===== src/rtl/mlp_weight_loader.sv =====
// mlp_weight_loader: buffers PS weight writes and drains them into the MLP weight RAM,
// owning the active weight bank and applying bank swaps only at safe frame boundaries.
//
// Ports:
//   clk_50m, rst_n_in          system clock, asynchronous active-low reset
//   s_wr_addr/data/bank/en     upstream weight write, single-cycle strobe, no backpressure
//   swap_req                   pulse: request a toggle of active_bank
//   clr_overflow               clears the sticky overflow flag
//   frame_busy                 engine is rendering and reading active_bank
//   frame_done                 end-of-frame pulse (boundary hint only)
//   m_wr_addr/data/bank/en     registered weight RAM write port
//   active_bank                bank the engine reads
//   swap_pending               swap requested but not yet applied
//   fifo_level                 occupied FIFO entries, 0..2**FIFO_AW
//   overflow                   sticky: an upstream write was dropped
//   wr_count                   issued-write counter
//
// Build option: define WLOAD_WR_COUNT_EN to generate the wr_count counter;
// without it wr_count is tied to 0.
module mlp_weight_loader #(
    parameter int ADDR_W  = 11,
    parameter int DATA_W  = 32,
    parameter int FIFO_AW = 4
) (
    input  logic              clk_50m,
    input  logic              rst_n_in,
    input  logic [ADDR_W-1:0] s_wr_addr,
    input  logic [DATA_W-1:0] s_wr_data,
    input  logic              s_wr_bank,
    input  logic              s_wr_en,
    input  logic              swap_req,
    input  logic              clr_overflow,
    input  logic              frame_busy,
    input  logic              frame_done,
    output logic [ADDR_W-1:0] m_wr_addr,
    output logic [DATA_W-1:0] m_wr_data,
    output logic              m_wr_bank,
    output logic              m_wr_en,
    output logic              active_bank,
    output logic              swap_pending,
    output logic [FIFO_AW:0]  fifo_level,
    output logic              overflow,
    output logic [15:0]       wr_count
);
    localparam int ENT_W = 1 + ADDR_W + DATA_W;
    localparam int DEPTH = 1 << FIFO_AW;

    typedef enum logic [1:0] {IDLE, DRAIN, STALL, SWAP} state_t;

    state_t             state_q, state_d;
    logic [ENT_W-1:0]   mem_q [DEPTH];
    logic [FIFO_AW-1:0] wr_ptr_q, wr_ptr_d, rd_ptr_q, rd_ptr_d;
    logic [FIFO_AW:0]   level_q, level_d;
    logic [ADDR_W-1:0]  m_wr_addr_q;
    logic [DATA_W-1:0]  m_wr_data_q;
    logic               m_wr_bank_q, m_wr_en_q;
    logic               active_bank_q, active_bank_d;
    logic               swap_pending_q, swap_pending_d;
    logic               overflow_q, overflow_d;
    logic [ENT_W-1:0]   head;
    logic               full, empty, last, push, pop, drop, enter_swap;
    logic               unused_frame_done;

    // frame_busy alone gates stall and swap decisions; frame_done is informational.
    assign unused_frame_done = frame_done;

    assign head  = mem_q[rd_ptr_q];
    assign full  = level_q[FIFO_AW];
    assign empty = level_q == '0;
    // Popping the only entry with nothing arriving empties the FIFO this edge.
    assign last  = level_q == (FIFO_AW+1)'(1) && !s_wr_en;
    // A pop in the same cycle frees the slot, so a full FIFO still accepts the push.
    assign push  = s_wr_en && (!full || pop);
    assign drop  = s_wr_en && full && !pop;

    always_comb begin
        state_d    = state_q;
        pop        = 1'b0;
        enter_swap = 1'b0;
        case (state_q)
            IDLE: begin
                if (empty && swap_pending_q && !frame_busy) begin
                    state_d    = SWAP;
                    enter_swap = 1'b1;
                end else if (!empty) begin
                    state_d = DRAIN;
                end
            end
            DRAIN: begin
                if (empty) begin
                    state_d = IDLE;
                end else if (head[ENT_W-1] == active_bank_q && frame_busy) begin
                    state_d = STALL;
                end else begin
                    pop     = 1'b1;
                    state_d = last ? IDLE : DRAIN;
                end
            end
            STALL: state_d = frame_busy ? STALL : DRAIN;
            SWAP:  state_d = IDLE;
        endcase
    end

    assign wr_ptr_d       = wr_ptr_q + FIFO_AW'(push);
    assign rd_ptr_d       = rd_ptr_q + FIFO_AW'(pop);
    assign level_d        = level_q + (FIFO_AW+1)'(push) - (FIFO_AW+1)'(pop);
    assign active_bank_d  = active_bank_q ^ enter_swap;
    // A repeat request while pending (or on the swap edge itself) is absorbed.
    assign swap_pending_d = enter_swap ? 1'b0 : swap_pending_q | swap_req;
    // A drop outranks a simultaneous clear.
    assign overflow_d     = drop ? 1'b1 : clr_overflow ? 1'b0 : overflow_q;

    always_ff @(posedge clk_50m) begin
        if (push) mem_q[wr_ptr_q] <= {s_wr_bank, s_wr_addr, s_wr_data};
    end

    always_ff @(posedge clk_50m or negedge rst_n_in) begin
        if (!rst_n_in) begin
            state_q        <= IDLE;
            wr_ptr_q       <= '0;
            rd_ptr_q       <= '0;
            level_q        <= '0;
            m_wr_addr_q    <= '0;
            m_wr_data_q    <= '0;
            m_wr_bank_q    <= 1'b0;
            m_wr_en_q      <= 1'b0;
            active_bank_q  <= 1'b0;
            swap_pending_q <= 1'b0;
            overflow_q     <= 1'b0;
        end else begin
            state_q        <= state_d;
            wr_ptr_q       <= wr_ptr_d;
            rd_ptr_q       <= rd_ptr_d;
            level_q        <= level_d;
            m_wr_en_q      <= pop;
            active_bank_q  <= active_bank_d;
            swap_pending_q <= swap_pending_d;
            overflow_q     <= overflow_d;
            if (pop) {m_wr_bank_q, m_wr_addr_q, m_wr_data_q} <= head;
        end
    end

`ifdef WLOAD_WR_COUNT_EN
    logic [15:0] wr_count_q, wr_count_d;

    // Cleared on entry so it reads 0 throughout the SWAP cycle.
    assign wr_count_d = enter_swap ? '0 : wr_count_q + 16'(pop);

    always_ff @(posedge clk_50m or negedge rst_n_in) begin
        if (!rst_n_in) wr_count_q <= '0;
        else           wr_count_q <= wr_count_d;
    end

    assign wr_count = wr_count_q;
`else
    assign wr_count = '0;
`endif

    assign m_wr_addr    = m_wr_addr_q;
    assign m_wr_data    = m_wr_data_q;
    assign m_wr_bank    = m_wr_bank_q;
    assign m_wr_en      = m_wr_en_q;
    assign active_bank  = active_bank_q;
    assign swap_pending = swap_pending_q;
    assign fifo_level   = level_q;
    assign overflow     = overflow_q;
endmodule

===== config.mk =====
export PLATFORM = sky130hd
export DESIGN_NAME = mlp_weight_loader
export DESIGN_NICKNAME = d
export VERILOG_FILES = /design/src/rtl/mlp_weight_loader.sv
export SDC_FILE = /design/constraint.sdc
export NUM_CORES = 1
export LEC_CHECK = 0
export CAP_MARGIN = 40
export CORE_UTILIZATION = 50
export CTS_BUF_LIST = sky130_fd_sc_hd__clkbuf_8
export CTS_CLUSTER_SIZE = 28
export DETAILED_ROUTE_END_ITERATION = 10
export PLACE_DENSITY = 0.68
export SYNTH_ARGS = -nofsm -noshare
export SYNTH_HDL_FRONTEND = slang
export SYNTH_SLANG_ARGS = --single-unit

===== constraint.sdc =====
create_clock -name clk_50m -period 6.85 [get_ports clk_50m]
set_clock_uncertainty 0.15 [all_clocks]
set_input_delay 1.7125 -clock clk_50m [delete_from_list [all_inputs] [get_ports clk_50m]]
set_output_delay 1.7125 -clock clk_50m [all_outputs]
set_load 0.1 [all_outputs]

==> results.py <==
metrics = {
    "synth": {
        "ys_async_sr_fraction_pct": 8.21,
        "seq_area_frac_synth_pct": 77.4,
        "synth.distinct_cells": 35,
        "synthFlopType": "edfxtp_1",
        "synth_area_um2": 29300,
        "syn_area_per_cell_um2": 24.8,
        "synthCells": 1185,
        "synth_edf_count": 704,
        "ys_ff_latch": 767,
        "synth_warnings": 0,
    },
    "final_layout": {
        "area_delta_synth_final_pct": 17.8,
        "fin_util_pct": 59.8,
        "drive_gt1_share_pct": 34.1,
        "stdcell_count": 2307,
        "fin_nets": 1500,
    },
    "sta": {
        "slew_violations": 0,
        "fmax_mhz": 211,
        "rsz0062_at_grt": "false",
        "period_share_pct": 69.1,
        "slew_headroom_pct": 40.4,
        "setup_tns_ns": 0,
        "setup_violations": 0,
        "finalCriticalPeriod_ns": 4.73,
        "hold_violations": 0,
        "worstMarginPinSlew_ns": 0.893,
    },
    "global_routing": {
        "grt_antenna_before_repair": 3,
        "grt_pass1_vias": 14100,
        "grt_pass1_wl_mm": 88.4,
        "grt.total_usage_pct": 20.4,
        "grt_overflow": 0,
        "grt_max_degree": 102,
    },
    "worst_setup_path": {
        "crit_end": "fifo_level[4]",
        "crit_start": "rd_ptr_q[2]",
        "cp.required_ns": 7.31,
        "critical_path.startpoint_type": "flip-flop",
        "critical-path-max-stage-delay_ns": 0.64,
        "timing.rr.end": "fifo_level[4]",
        "critPathCaptureType": "flip-flop",
        "r2r_start": "rd_ptr_q[2]",
        "path_cells": "mux4_2 -> mux4_2 -> xnor2_2 -> a21oi_4 -> buf_4 -> ha_1 -> inv_1 -> ha_1 -> fa_1 -> a21oi_1 -> nor2_1 -> nor2_1 -> xnor2_1",
        "slowest_stage": "dfrtp_4",
        "regToRegSetupSlack_ns": 2.12,
        "worstRegToRegCells": 13,
        "arrival_ns": 5.19,
        "critPathKind": "flip-flop to flip-flop",
        "critPathMaxFanout": 27,
    },
    "job": {
        "cap_violations": 0,
    },
    "status": {
        "status": "completed",
    },
    "floorplan": {
        "die_x_um": 244,
        "initial_utilization_pct": 50.7,
        "rows": 88,
        "dieHeight_um": 244,
        "core_um2": 57800,
        "io-pin-count": 120,
        "die_area_um2": 59600,
    },
    "clocking": {
        "hold_buffers": 0,
        "path_clk_slew_ns": 0.06,
        "cts_buffers": 119,
        "cts-resized-gates": 0,
        "clock_sinks": 767,
        "clock_latency_ns": 0.70,
        "cts_buffer_depth": 3,
        "clk_root_buffer_cell": "clkbuf_8",
        "cts_setup_buffers": 0,
        "cts_tree": "done",
        "htree_levels": 3,
    },
    "placed_design": {
        "io_buffers": 102,
        "gp_congestion": 0.698,
        "dp.final_hpwl_mm": 32.0,
        "dp_cells": 2081,
    },
    "routing": {
        "drc_errors": 0,
        "drtIter0Drc": 909,
        "viasPerCell": 5.65,
        "vias": 13000,
        "wl_mm": 58.5,
        "drt-pass1-iter-count": 6,
        "ant_nets": 0,
        "avgRoutedWirePerCell_um": 25.3,
    },
    "min_path": {
        "hp-class": "flip-flop to flip-flop",
    },
    "power": {
        "peakVddDrop_v": 0.000375,
        "power_mw": 15.5,
        "p_leak_nw": 11.5,
        "power_density_nw_per_um2": 447,
    },
}
==> power by group <==
group          total [mW]  switching, mW  internal (mW)
Combinational        5.90           3.12           2.78
Clock                3.52           1.72           1.79
Sequential           6.05          0.350           5.70
==> Yosys cell counts, types with 5 or more instances <==
cell type,instances,share of area (%)
mux4_2,220,17
buf_4,16,0.41
dfrtp_1,63,5.4
buf_6,6,0.23
buf_1,23,0.29
inv_1,8,0.10
clkbuf_1,25,0.32
nand3_1,5,0.085
xnor2_1,5,0.15
ha_1,10,0.43
mux2_4,40,2.0
o211a_1,12,0.41
nor2_1,6,0.077
edfxtp_1,704,72
==> worst max-delay path, delay by kind of cell (launching register included) <==
kind                       cells  cell delay [ns]
and+or+nand+nor                2             0.17
muxes                          2             1.08
adders and majority gates      3             0.86
buffers and inverters          2             0.62
xor gates and xnor gates       2             0.32
DFF                            1             0.64
AOI/OAI and AO/OA              2             0.79
==> cell usage in the layout (no fill, tap or decap), drive strengths merged, types with 2 or more instances in the layout <==
cell,n
edfxtp,704
xor2,4
xnor2,6
clkinvlp,2
nand3,5
o2111a,4
clkdlybuf4s50,101
o211a,12
a21oi,5
nor2,6
dfrtp,63
o21a,3
nor2b,2
buf,88
o22ai,2
conb,16
mux2,44
clkbuf,135
inv,55
clkinv,41
o211ai,2
mux4,220
ha,10
nand2,4
==> area by class of cell <==
class | count | area [um2]
Clock buffer | 135 | 1860
Inverter | 9 | 33.8
Multi-Input combinational cell | 352 | 6310
Fill cell | 4051 | 23200
Antenna cell | 1 | 2.50
Sequential cell | 767 | 22700
Tap cell | 765 | 957
Timing Repair Buffer | 189 | 2300
Clock inverter | 89 | 370
==> stage by stage <==
stage / hold slack (ns) / setup slack (ns) / instance area, um2
3_5_place_dp: 0.343 / 1.68 / 32300
5_1_grt: 0.377 / 1.87 / 34600
3_3_place_gp: 0.343 / 1.75 / 31200
6_report: 0.356 / 2.12 / 34600
2_1_floorplan: 0.347 / 2.72 / 29400
4_1_cts: 0.362 / 2.03 / 34500
==> per-layer routing <==
metal	track usage, %	share of wire, %
met4	6.78	1.9
met1	27.5	42
met5	0	0.044
met3	3.92	4.7
met2	33.6	51
==> worst min-delay path by stage <==
stage	cells past startpoint	end	slack, ns	from
after floorplan	1	rd_ptr_q[0]	0.35	rd_ptr_q[0]
after global placement	1	m_wr_addr[7]	0.34	m_wr_addr[7]
after detailed placement	1	m_wr_data[10]	0.34	m_wr_data[10]
after CTS	1	m_wr_data[25]	0.36	m_wr_data[25]
after global routing	1	m_wr_data[29]	0.38	m_wr_data[29]
final	1	m_wr_data[25]	0.36	m_wr_data[25]
==> registers in the layout, summed over array words and instances, names as in the netlist <==
signal and count:
m_wr_data 32, rd_ptr_q 4, mem_q 704, fifo_level 5, overflow 1, m_wr_en 1
m_wr_bank 1, swap_pending 1, state_q 2, m_wr_addr 11, wr_ptr_q 4, active_bank 1
==> cells by family (layout without fill, tap and decap cells) <==
family          count (synthesis)  after routing  share of synthesized area, %
other cells                     1             17                        0.0128
compound gates                 30             30                         0.874
buf+inv                        81            422                          1.40
simple gates                   20             20                         0.320
fa+ha+maj                      11             11                         0.495
flops                         767            767                          77.4
xor+xnor                       10             10                         0.324
mux                           265            265                          19.1
(Power assumes the default switching activity.)
